### config.mk
export PLATFORM = sky130hd
export DESIGN_NAME = fetch_ctrl_flat
export DESIGN_NICKNAME = d
export VERILOG_FILES = /design/src/rtl/fetch_pkg.sv /design/src/rtl/fetch_ctrl_if.sv /design/src/rtl/fetch_fifo.sv /design/src/rtl/fetch_ctrl.sv /design/src/flat_wrapper.sv
export SDC_FILE = /design/constraint.sdc
export NUM_CORES = 1
export LEC_CHECK = 0
export CAP_MARGIN = 30
export CELL_PAD_IN_SITES_DETAIL_PLACEMENT = 0
export CELL_PAD_IN_SITES_GLOBAL_PLACEMENT = 1
export CORE_MARGIN = 5
export CORE_UTILIZATION = 36
export DETAILED_ROUTE_END_ITERATION = 8
export PLACE_DENSITY_LB_ADDON = 0.15
export SLEW_MARGIN = 15
export SYNTH_ARGS = -nofsm -noshare
export SYNTH_HDL_FRONTEND = slang
export SYNTH_HIERARCHICAL = 1
export SYNTH_SLANG_ARGS = --single-unit
### constraint.sdc
create_clock -name clk -period 5.1 [get_ports clk]
set_input_delay 0.51 -clock clk [delete_from_list [all_inputs] [get_ports clk]]
set_output_delay 0.51 -clock clk [all_outputs]
set_load 0.02 [all_outputs]
### src/rtl/fetch_pkg.sv
// Shared types for the instruction-fetch slice: FSM states, buffered entry
// layout and the NOP word driven toward decode when nothing is valid.
package fetch_pkg;

    typedef enum logic [1:0] {
        IDLE,
        BUSY,
        DROP
    } fetch_state_e;

    typedef struct packed {
        logic [31:0] pc;
        logic [31:0] instr;
    } fetch_entry_t;

    localparam logic [31:0] NOP = 32'h0000_0000;

endpackage

### src/rtl/fetch_ctrl_if.sv
// Request/response bus between the fetch controller and instruction memory.
// At most one request is outstanding; responses arrive in order without backpressure.
interface fetch_ctrl_if;

    logic        req;
    logic [31:0] addr;
    logic        ready;
    logic        rvalid;
    logic [31:0] rdata;

    modport master (
        output req,
        output addr,
        input  ready,
        input  rvalid,
        input  rdata
    );

    modport slave (
        input  req,
        input  addr,
        output ready,
        output rvalid,
        output rdata
    );

endinterface

### src/rtl/fetch_fifo.sv
// Small synchronous FIFO of fetched {pc, instr} entries; flush beats push/pop.
// The head entry is read straight from the storage registers.
module fetch_fifo
    import fetch_pkg::*;
#(
    parameter  int DEPTH = 2,
    localparam int CW    = $clog2(DEPTH + 1),
    localparam int AW    = (DEPTH > 1) ? $clog2(DEPTH) : 1
) (
    input  logic          clk,
    input  logic          reset,
    input  logic          push,
    input  logic          pop,
    input  logic          flush,
    input  fetch_entry_t  push_data,
    output logic [CW-1:0] count,
    output fetch_entry_t  head
);

    fetch_entry_t  mem_q [DEPTH];
    logic [AW-1:0] wr_ptr_q, wr_ptr_d;
    logic [AW-1:0] rd_ptr_q, rd_ptr_d;
    logic [CW-1:0] count_q, count_d;
    logic          push_en, pop_en;

    // Pointers wrap explicitly so non-power-of-two depths also work.
    function automatic logic [AW-1:0] bump(input logic [AW-1:0] p);
        return (p == AW'(DEPTH - 1)) ? '0 : p + 1'b1;
    endfunction

    always_comb begin
        push_en  = push && !flush;
        pop_en   = pop && !flush && (count_q != '0);
        wr_ptr_d = push_en ? bump(wr_ptr_q) : wr_ptr_q;
        rd_ptr_d = pop_en ? bump(rd_ptr_q) : rd_ptr_q;
        count_d  = count_q;
        if (flush) begin
            count_d  = '0;
            wr_ptr_d = '0;
            rd_ptr_d = '0;
        end else if (push_en && !pop_en) begin
            count_d = count_q + 1'b1;
        end else if (pop_en && !push_en) begin
            count_d = count_q - 1'b1;
        end
    end

    always_ff @(posedge clk) begin
        if (reset) begin
            count_q  <= '0;
            wr_ptr_q <= '0;
            rd_ptr_q <= '0;
        end else begin
            count_q  <= count_d;
            wr_ptr_q <= wr_ptr_d;
            rd_ptr_q <= rd_ptr_d;
        end
    end

    always_ff @(posedge clk) begin
        if (push_en) begin
            mem_q[wr_ptr_q] <= push_data;
        end
    end

    assign count = count_q;
    assign head  = mem_q[rd_ptr_q];

endmodule

### src/rtl/fetch_ctrl.sv
// Fetch sequencer: owns the fetch PC, keeps at most one imem request in flight,
// buffers responses for decode and discards wrong-path words after a redirect.
module fetch_ctrl
    import fetch_pkg::*;
#(
    parameter logic [31:0] RESET_PC   = 32'h0000_0000,
    parameter int          FIFO_DEPTH = 2
) (
    input  logic         clk,
    input  logic         reset,
    input  logic         redirect_d,
    input  logic [31:0]  redirect_pc_d,
    input  logic         stall_d,
    fetch_ctrl_if.master imem,
    output logic         valid_f,
    output logic [31:0]  instr_f,
    output logic [31:0]  pc_f,
    output logic [31:0]  pc_plus_4_f
);

    localparam int          CW        = $clog2(FIFO_DEPTH + 1);
    localparam logic [CW:0] DEPTH_LIM = (CW + 1)'(FIFO_DEPTH);

    fetch_state_e  state_q, state_d;
    logic [31:0]   pc_q, pc_d;
    logic [31:0]   req_pc_q, req_pc_d;
    logic          rsp_done, pending, drain, req, accept, push, pop;
    logic [CW:0]   occ, lim;
    logic [CW-1:0] count;
    fetch_entry_t  head, rsp_entry;

    fetch_fifo #(.DEPTH(FIFO_DEPTH)) u_fifo (
        .clk       (clk),
        .reset     (reset),
        .push      (push),
        .pop       (pop),
        .flush     (redirect_d),
        .push_data (rsp_entry),
        .count     (count),
        .head      (head)
    );

    assign valid_f     = (count != '0);
    assign instr_f     = valid_f ? head.instr : NOP;
    assign pc_f        = valid_f ? head.pc : NOP;
    assign pc_plus_4_f = pc_f + 32'd4;
    assign drain       = valid_f && !stall_d;
    assign pop         = drain && !redirect_d;

    always_comb begin
        rsp_done  = imem.rvalid && (state_q != IDLE);
        // A word landing this cycle in BUSY still occupies a slot; a same-cycle
        // pop frees one. Counting both keeps occupancy within FIFO_DEPTH.
        pending   = (state_q == BUSY) || ((state_q == DROP) && !rsp_done);
        occ       = {1'b0, count} + {{CW{1'b0}}, pending};
        lim       = DEPTH_LIM + {{CW{1'b0}}, drain};
        req       = !reset && !redirect_d && ((state_q == IDLE) || rsp_done) && (occ < lim);
        accept    = req && imem.ready;
        push      = rsp_done && (state_q == BUSY) && !redirect_d;
        rsp_entry = '{pc: req_pc_q, instr: imem.rdata};

        state_d  = state_q;
        pc_d     = pc_q;
        req_pc_d = req_pc_q;
        if (redirect_d) begin
            pc_d    = redirect_pc_d;
            state_d = ((state_q != IDLE) && !rsp_done) ? DROP : IDLE;
        end else if (accept) begin
            pc_d     = pc_q + 32'd4;
            req_pc_d = pc_q;
            state_d  = BUSY;
        end else if (rsp_done) begin
            state_d = IDLE;
        end
    end

    always_ff @(posedge clk) begin
        if (reset) begin
            state_q  <= IDLE;
            pc_q     <= RESET_PC;
            req_pc_q <= RESET_PC;
        end else begin
            state_q  <= state_d;
            pc_q     <= pc_d;
            req_pc_q <= req_pc_d;
        end
    end

    assign imem.req  = req;
    assign imem.addr = pc_q;

endmodule
### src/flat_wrapper.sv
// flat-port wrapper written by rule: the top's interface ports become plain ports
module fetch_ctrl_flat import fetch_pkg::*;
#(
    parameter logic [31:0] RESET_PC   = 32'h0000_0000,
    parameter int          FIFO_DEPTH = 2
)
  (clk, reset, redirect_d, redirect_pc_d, stall_d, valid_f, instr_f, pc_f, pc_plus_4_f, imem_req, imem_addr, imem_ready, imem_rvalid, imem_rdata);
  fetch_ctrl_if imem_i ();
  input  logic clk;
  input  logic reset;
  input  logic redirect_d;
  input  logic [31:0] redirect_pc_d;
  input  logic stall_d;
  output logic valid_f;
  output logic [31:0] instr_f;
  output logic [31:0] pc_f;
  output logic [31:0] pc_plus_4_f;
  output wire logic [$bits(imem_i.req)-1:0] imem_req;
  output wire logic [$bits(imem_i.addr)-1:0] imem_addr;
  input wire logic [$bits(imem_i.ready)-1:0] imem_ready;
  input wire logic [$bits(imem_i.rvalid)-1:0] imem_rvalid;
  input wire logic [$bits(imem_i.rdata)-1:0] imem_rdata;
  assign imem_req = imem_i.req;
  assign imem_addr = imem_i.addr;
  assign imem_i.ready = imem_ready;
  assign imem_i.rvalid = imem_rvalid;
  assign imem_i.rdata = imem_rdata;
  fetch_ctrl #(.RESET_PC(RESET_PC), .FIFO_DEPTH(FIFO_DEPTH)) u_core (.clk(clk), .reset(reset), .redirect_d(redirect_d), .redirect_pc_d(redirect_pc_d), .stall_d(stall_d), .imem(imem_i), .valid_f(valid_f), .instr_f(instr_f), .pc_f(pc_f), .pc_plus_4_f(pc_plus_4_f));
endmodule
### Word-level counts from Yosys, hierarchy flattened

Memory sizes are Yosys's and may differ from the RTL's. A register that Yosys moved wholly into a read port is not among the register bits.
Cells that the tools add are included.

| storage, ports and cells | value |
|---|---|
| logic and storage cells | 67 |
| flip-flop bits (word level) | 70 |
| memories | 1 |
| output and inout bits | 130 |
| bits of input ports | 70 |
| memory bits (writable) | 128 |

Memory list:

| memory | words | width | rd ports | clocked after memory_dff | write ports | RTL line | RTL |
|---|---|---|---|---|---|---|---|
| u_core.u_fifo.mem_q | 2 | 64 | 1 | 1 | 1 | fetch_fifo.sv:20 | `fetch_entry_t mem_q [DEPTH];` |

| operators by class | value |
|---|---|
| bitwise gates (word level) | 1 |
| multiplexer cells | 16 |
| magnitude comparators | 1 |
| add/subtract/negate cells | 8 |
| reduce and logical (&&, ||, !) cells | 32 |
| equal/unequal tests | 2 |

Operators by type and width:

| operator | number |
|---|---|
| two-way mux 32 bit | 4 |
| adder 32 x 3 -> 32 bit, second input constant | 2 |
| logical AND 1 bit | 16 |
| two-way mux 2 bit | 6 |
| nonzero test 2 bit | 4 |
| zero test 1 bit | 6 |
| two-way mux 1 bit | 6 |
| adder 2 x 1 -> 3 bit | 1 |
| adder 2 x 1 -> 3 bit, first input constant | 1 |
| < comparator 3 bit | 1 |
| nonzero test 3 bit | 1 |
| adder 1 bit, second input constant | 2 |
| adder 2 x 1 -> 2 bit, second input constant | 1 |
| equality test 2 x 1 -> 1 bit, second input constant | 1 |
| equality test 2 bit, second input constant | 1 |
| zero test 2 bit | 1 |
| logical OR 1 bit | 2 |
| AND reduction 2 bit | 1 |
| OR reduction 2 bit | 1 |
| subtractor 2 x 1 -> 2 bit, second input constant | 1 |
| NOT 1 bit | 1 |

### Logic depth before layout (Yosys ltp)

| depth | value |
|---|---|
| depth in word-level cells | 11 |
| depth in mapped cells | 12 |

### By module

Netlist, hierarchy kept.

By module, submodules not included:

| module | sequential area each (um^2) | cells each | area an instance (um^2) | instances |
|---|---|---|---|---|
| fetch_fifo | 3943.8 | 221 | 4835.9 | 1 |
| fetch_ctrl | 1321.3 | 589 | 4370.4 | 1 |

### Least setup slack after synthesis

No wires, ideal clock.

| path | value |
|---|---|
| path type | in2reg |
| start | input port redirect_d |
| end | memory u_core/u_fifo/mem_q[0][0] in the netlist's numbering, enable pin |
| stages | 5 |
| data arrival time | 4295 ps |
| path buffers | 2 |
| setup time | 494 ps |
| setup slack | 311 ps |
| path through | buf_6 -> clkbuf_1 -> nor4bb_1 -> nor2b_1 -> nor2b_1 |

| between the ends | value |
|---|---|
| word-level cells in the longest chain between the ends | 5 |

Ends and longest elaborated chain:

| item | RTL line | RTL |
|---|---|---|
| start, declared | flat_wrapper.sv:11 | `input logic redirect_d;` |
| zero test 1 bit | fetch_ctrl.sv:59 | `push = rsp_done && (state_q == BUSY) && !redirect_d;` |
| logical AND 1 bit | fetch_ctrl.sv:59 |  |
| via u_core.push | fetch_ctrl.sv:27 | `logic rsp_done, pending, drain, req, accept, push, pop;` |
| logical AND 1 bit | fetch_fifo.sv:32 | `push_en = push && !flush;` |
| via u_core.u_fifo.push_en | fetch_fifo.sv:24 | `logic push_en, pop_en;` |
| two-way mux 1 bit | fetch_fifo.sv:61 | `if (push_en) begin` |
| two-way mux 1 bit (implied by the code) | fetch_fifo.sv:62 | `mem_q[wr_ptr_q] <= push_data;` |
| end, declared | fetch_fifo.sv:20 |  |

The timed path passes the listed nets, and every way through them passes these cells.

==> key figures <==
Global routing
  • Pin count of the biggest net entering global routing: 72
  • GR Util All Layers: between 10% and 20%
  • Initial antenna violation count: 0
  • Vias in the first global route: between 6000 and 7000
  • First-pass GRT wire length: about 37 mm
  • Grt total ovfl: 0

Worst setup path
  • Worst Path Arrival: 3810 ps
  • Worst EP required: 4590 ps
  • Crit-path leading delay family: simple AND/OR/NAND/NOR gates
  • Flop-to-flop setup slack: 1970 ps
  • CP endpoint kind: output pin
  • Setup crit start kind: register
  • Worst path max stage delay: 630 ps
  • CP Cell Sequence: buf_4 -> mux2_2 -> nand3_1 -> or4_1 -> nor3_1 -> nand4bb_1 -> xnor2_1 -> clkdlybuf4s50_1
  • Slowest cell on crit path: dfxtp_2
  • Buf/Inv on CP: 2
  • Critical Path Fanout Max: 25
  • Crit Path Class: reg -> out

Synth
  • Synth Area in Compound Gates: 7.30%
  • Synth Area in XOR/XNOR: 2.57%
  • Syn_nets: 885
  • Synth Instances: between 800 and 900
  • Synth unique cells: 67
  • Syn Std Cell Area: 0.00921 sq mm
  • Seq/Total Area, Yosys: 57.2%
  • Simple-gate portion of the synthesized area: 19.7%
  • Top_reg_cell synth: edfxtp_1
  • Ys async rst share: 0%
  • Mux share of post-synthesis cell area: 9.26%
  • Post-synthesis register bit count: 199
  • Yosys warns: 6
  • Post-Syn Area per Cell: roughly 11 sq um
  • Number of flops mapped to enable cells by yosys: 128
  • Post-Synth Adder-Cell Area: 0.680%
  • Largest family of logic cells by synthesized area: simple AND/OR/NAND/NOR gates

Detailed routing
  • Vias: 6703
  • WL per Instance: around 18 um
  • Residual DRC: 0
  • Routed WL: about 24 mm
  • Initial DRC Count: 453
  • Vias per cell: 5.01
  • First-pass DRT Iterations: 5
  • Antenna viol nets, final: 0

STA
  • Hold Violations, Final: 0
  • Final slew viol count: 0
  • Worst slew pin tran: between 900 and 1000 ps
  • RSZ-0062 raised after global routing: false
  • Final setup TNS: 0 ps
  • Tcrit/Tclk final: 84.8%
  • Final Skew: about 9.5 ps
  • Final WS setup: 777 ps
  • Fin crit period: roughly 4300 ps
  • Fmax: 231 MHz
  • Endpoints failing setup: 0
  • Worst rel slew slack: 38.3%

CTS
  • Clk slew on worst S/H paths: ~80 ps
  • Clock root cell: clkbuf_16
  • Clock tree buffer depth: 2
  • CTS buffer count: 17
  • CTS tree: done
  • Insertion delay to the later sink of the worst-skew pair: approximately 430 ps
  • Post-cts gate resize count: 0
  • Post-CTS Setup Repair Bufs: 0
  • # H-tree levels: 4
  • Clk sink count: 199
  • CTS Hold Bufs: 0

Floorplanning
  • DIE AREA: 0.0289 sq mm
  • Row cnt: 58
  • Die Span X: 170 um
  • Die Ht: 170 um
  • Core area: roughly 0.025 sq mm
  • Initial cell density of the core: 36.6%
  • Ports: 200

Pwr
  • Switching share of power: a little under a quarter
  • Comb pwr share: 6.1%
  • Sequential share of power: 54.4%
  • Internal power: 0.00248 W
  • Peak supply drop: ~0.15 mV
  • Clock share of power: around 40%
  • Net Sw Power: 0.000761 W
  • LEAKAGE: 4.15 nW
  • PwrDens: 269 mW/mm^2

Final layout
  • Layout fillers: 2321
  • Layout area overhead: 30.7%
  • Final #Nets: between 1000 and 1500
  • Diodes inserted: 0
  • Area of the multi-input gates: 0.00365 sq mm
  • Storage element area: 0.00527 sq mm
  • Share of layout cells above drive strength 1: 14.4%

Hold path
  • Worst min path class: in -> reg

Placed design
  • Hpwl dp: 16.9 mm
  • PortBufs: 199
  • Pre-CTS WS: 1160 ps
  • RD Place Congestion: 0.814

Run
  • Max Cap Viol: 0

Status
  • Outcome: finished clean
power groups by stage:
stage	sequential, W	clock [W]	combinational [W]
floorplan	0.00180	0	0.0000713
CTS	0.00176	0.00132	0.000199
global route	0.00177	0.00139	0.000212
finish	0.00176	0.00128	0.000197
global placement	0.00180	0	0.000197
detailed placement	0.00180	0	0.000198
through the flow:
step	total power [W]	hold slack [ps]	instances	instance area, sq um	utilization, %
after floorplan	0.00187	425	810	9210	-
after global placement	0.00200	432	1305	11500	45.5
after detailed placement	0.00200	438	1305	11500	45.5
after CTS	0.00328	432	1337	12000	47.8
after global routing	0.00337	471	1337	12000	47.8
final	0.00324	453	1337	12000	47.8
worst paths after layout:
kind                                    startpoint                              endpoint  depth (start not counted)
setup / recovery                          register                       pc_plus_4_f[26]                          8
setup reg to reg    u_core/state_q[0]$_SDFFE_PP0P_     u_core/imem.addr[14]$_SDFFE_PP0P_                          9
hold / removal                               reset     u_core/imem.addr[22]$_SDFFE_PP0P_                          4
hold reg to reg   u_core/req_pc_q[17]$_SDFFE_PP0P_  u_core/u_fifo/mem_q[1][49]$_DFFE_PP_                          0
cell usage in the layout (no fill, tap or decap), types with 4 or more instances in the layout:
cell and n:
nor2_1 39, ha_1 5, nor3_1 25, and2_1 57, or3_1 6, and3_1 10
nand2_1 108, dfxtp_1 70, o211ai_1 4, clkbuf_16 17, edfxtp_1 128, o21ai_0 16
buf_4 11, clkdlybuf4s50_1 198, nand4_1 15, a21oi_1 43, inv_1 12, a31oi_1 18
xnor2_1 11, nor4_1 9, nand3_1 24, a311oi_1 4, mux2_2 73, inv_6 4
or4_1 7, xor2_1 16
cells by family (layout without fill, tap and decap cells):
| logic type | after synthesis | after routing |
|---|---|---|
| xor+xnor | 27 | 27 |
| simple gates | 337 | 337 |
| fa+ha+maj | 5 | 5 |
| mux | 76 | 76 |
| compound gates | 107 | 107 |
| buf+inv | 59 | 256 |
| flops | 199 | 199 |
state kept, by name (all words and copies together), names as in the netlist, named ones only:
signal and flops:
u_core/imem.addr 32, u_core/req_pc_q 32, u_core/state_q 2, u_core/u_fifo/count 2, u_core/u_fifo/mem_q 128, u_core/u_fifo/rd_ptr_q 1
u_core/u_fifo/wr_ptr_q 1
area by class of cell:
type,instances,area share [%]
timing repair buffer,211,17.4
inverter,13,0.406
clock inverter,13,1.12
tap,330,3.43
sequential,199,43.8
clock buffer,19,3.60
multi-input combinational,552,30.3
cell usage after synthesis (3+ instances only):
cell      number  area (sq um)
edfxtp_1     128          3840
nand2_1      108           405
mux2_2        73           822
dfxtp_1       71          1420
and2_1        58           363
a21oi_1       43           215
nor2_1        39           146
nor3_1        25           125
nand3_1       24           120
clkbuf_1      20          75.1
a31oi_1       18           113
o21ai_0       16          80.1
xor2_1        16           140
nand4_1       15          93.8
inv_1         12          45.0
buf_2         11          55.1
xnor2_1       11          96.3
and3_1        10          62.6
buf_4          9          67.6
nor4_1         9          56.3
or4_1          7          52.6
or3_1          6          37.5
ha_1           5          62.6
a311oi_1       4          35.0
o211ai_1       4          30.0
a22oi_1        3          22.5
mux2i_1        3          30.0
nand3b_1       3          22.5
nor2_2         3          18.8
or3_2          3          22.5
worst min-delay path: cells and delay by family:
| kind | cells | cell delay (ps) |
|---|---|---|
| AND/OR/NAND/NOR | 2 | 130 |
| buffers and inverters | 1 | 100 |
| AO/OA/AOI/OAI | 1 | 100 |
metal layers:
| layer | track usage [%] | share of wire, % | wire length, um | vias up |
|---|---|---|---|---|
| li1 | - | - | - | 3314 |
| met1 | 24.0 | 48 | 11600 | 3157 |
| met2 | 23.9 | 43 | 10300 | 215 |
| met3 | 4.25 | 7.2 | 1730 | 17 |
| met4 | 4.24 | 1.4 | 329 | 0 |
| met5 | 0 | 0 | 0 | - |
Note: power is estimated with default switching activity, not from simulation.
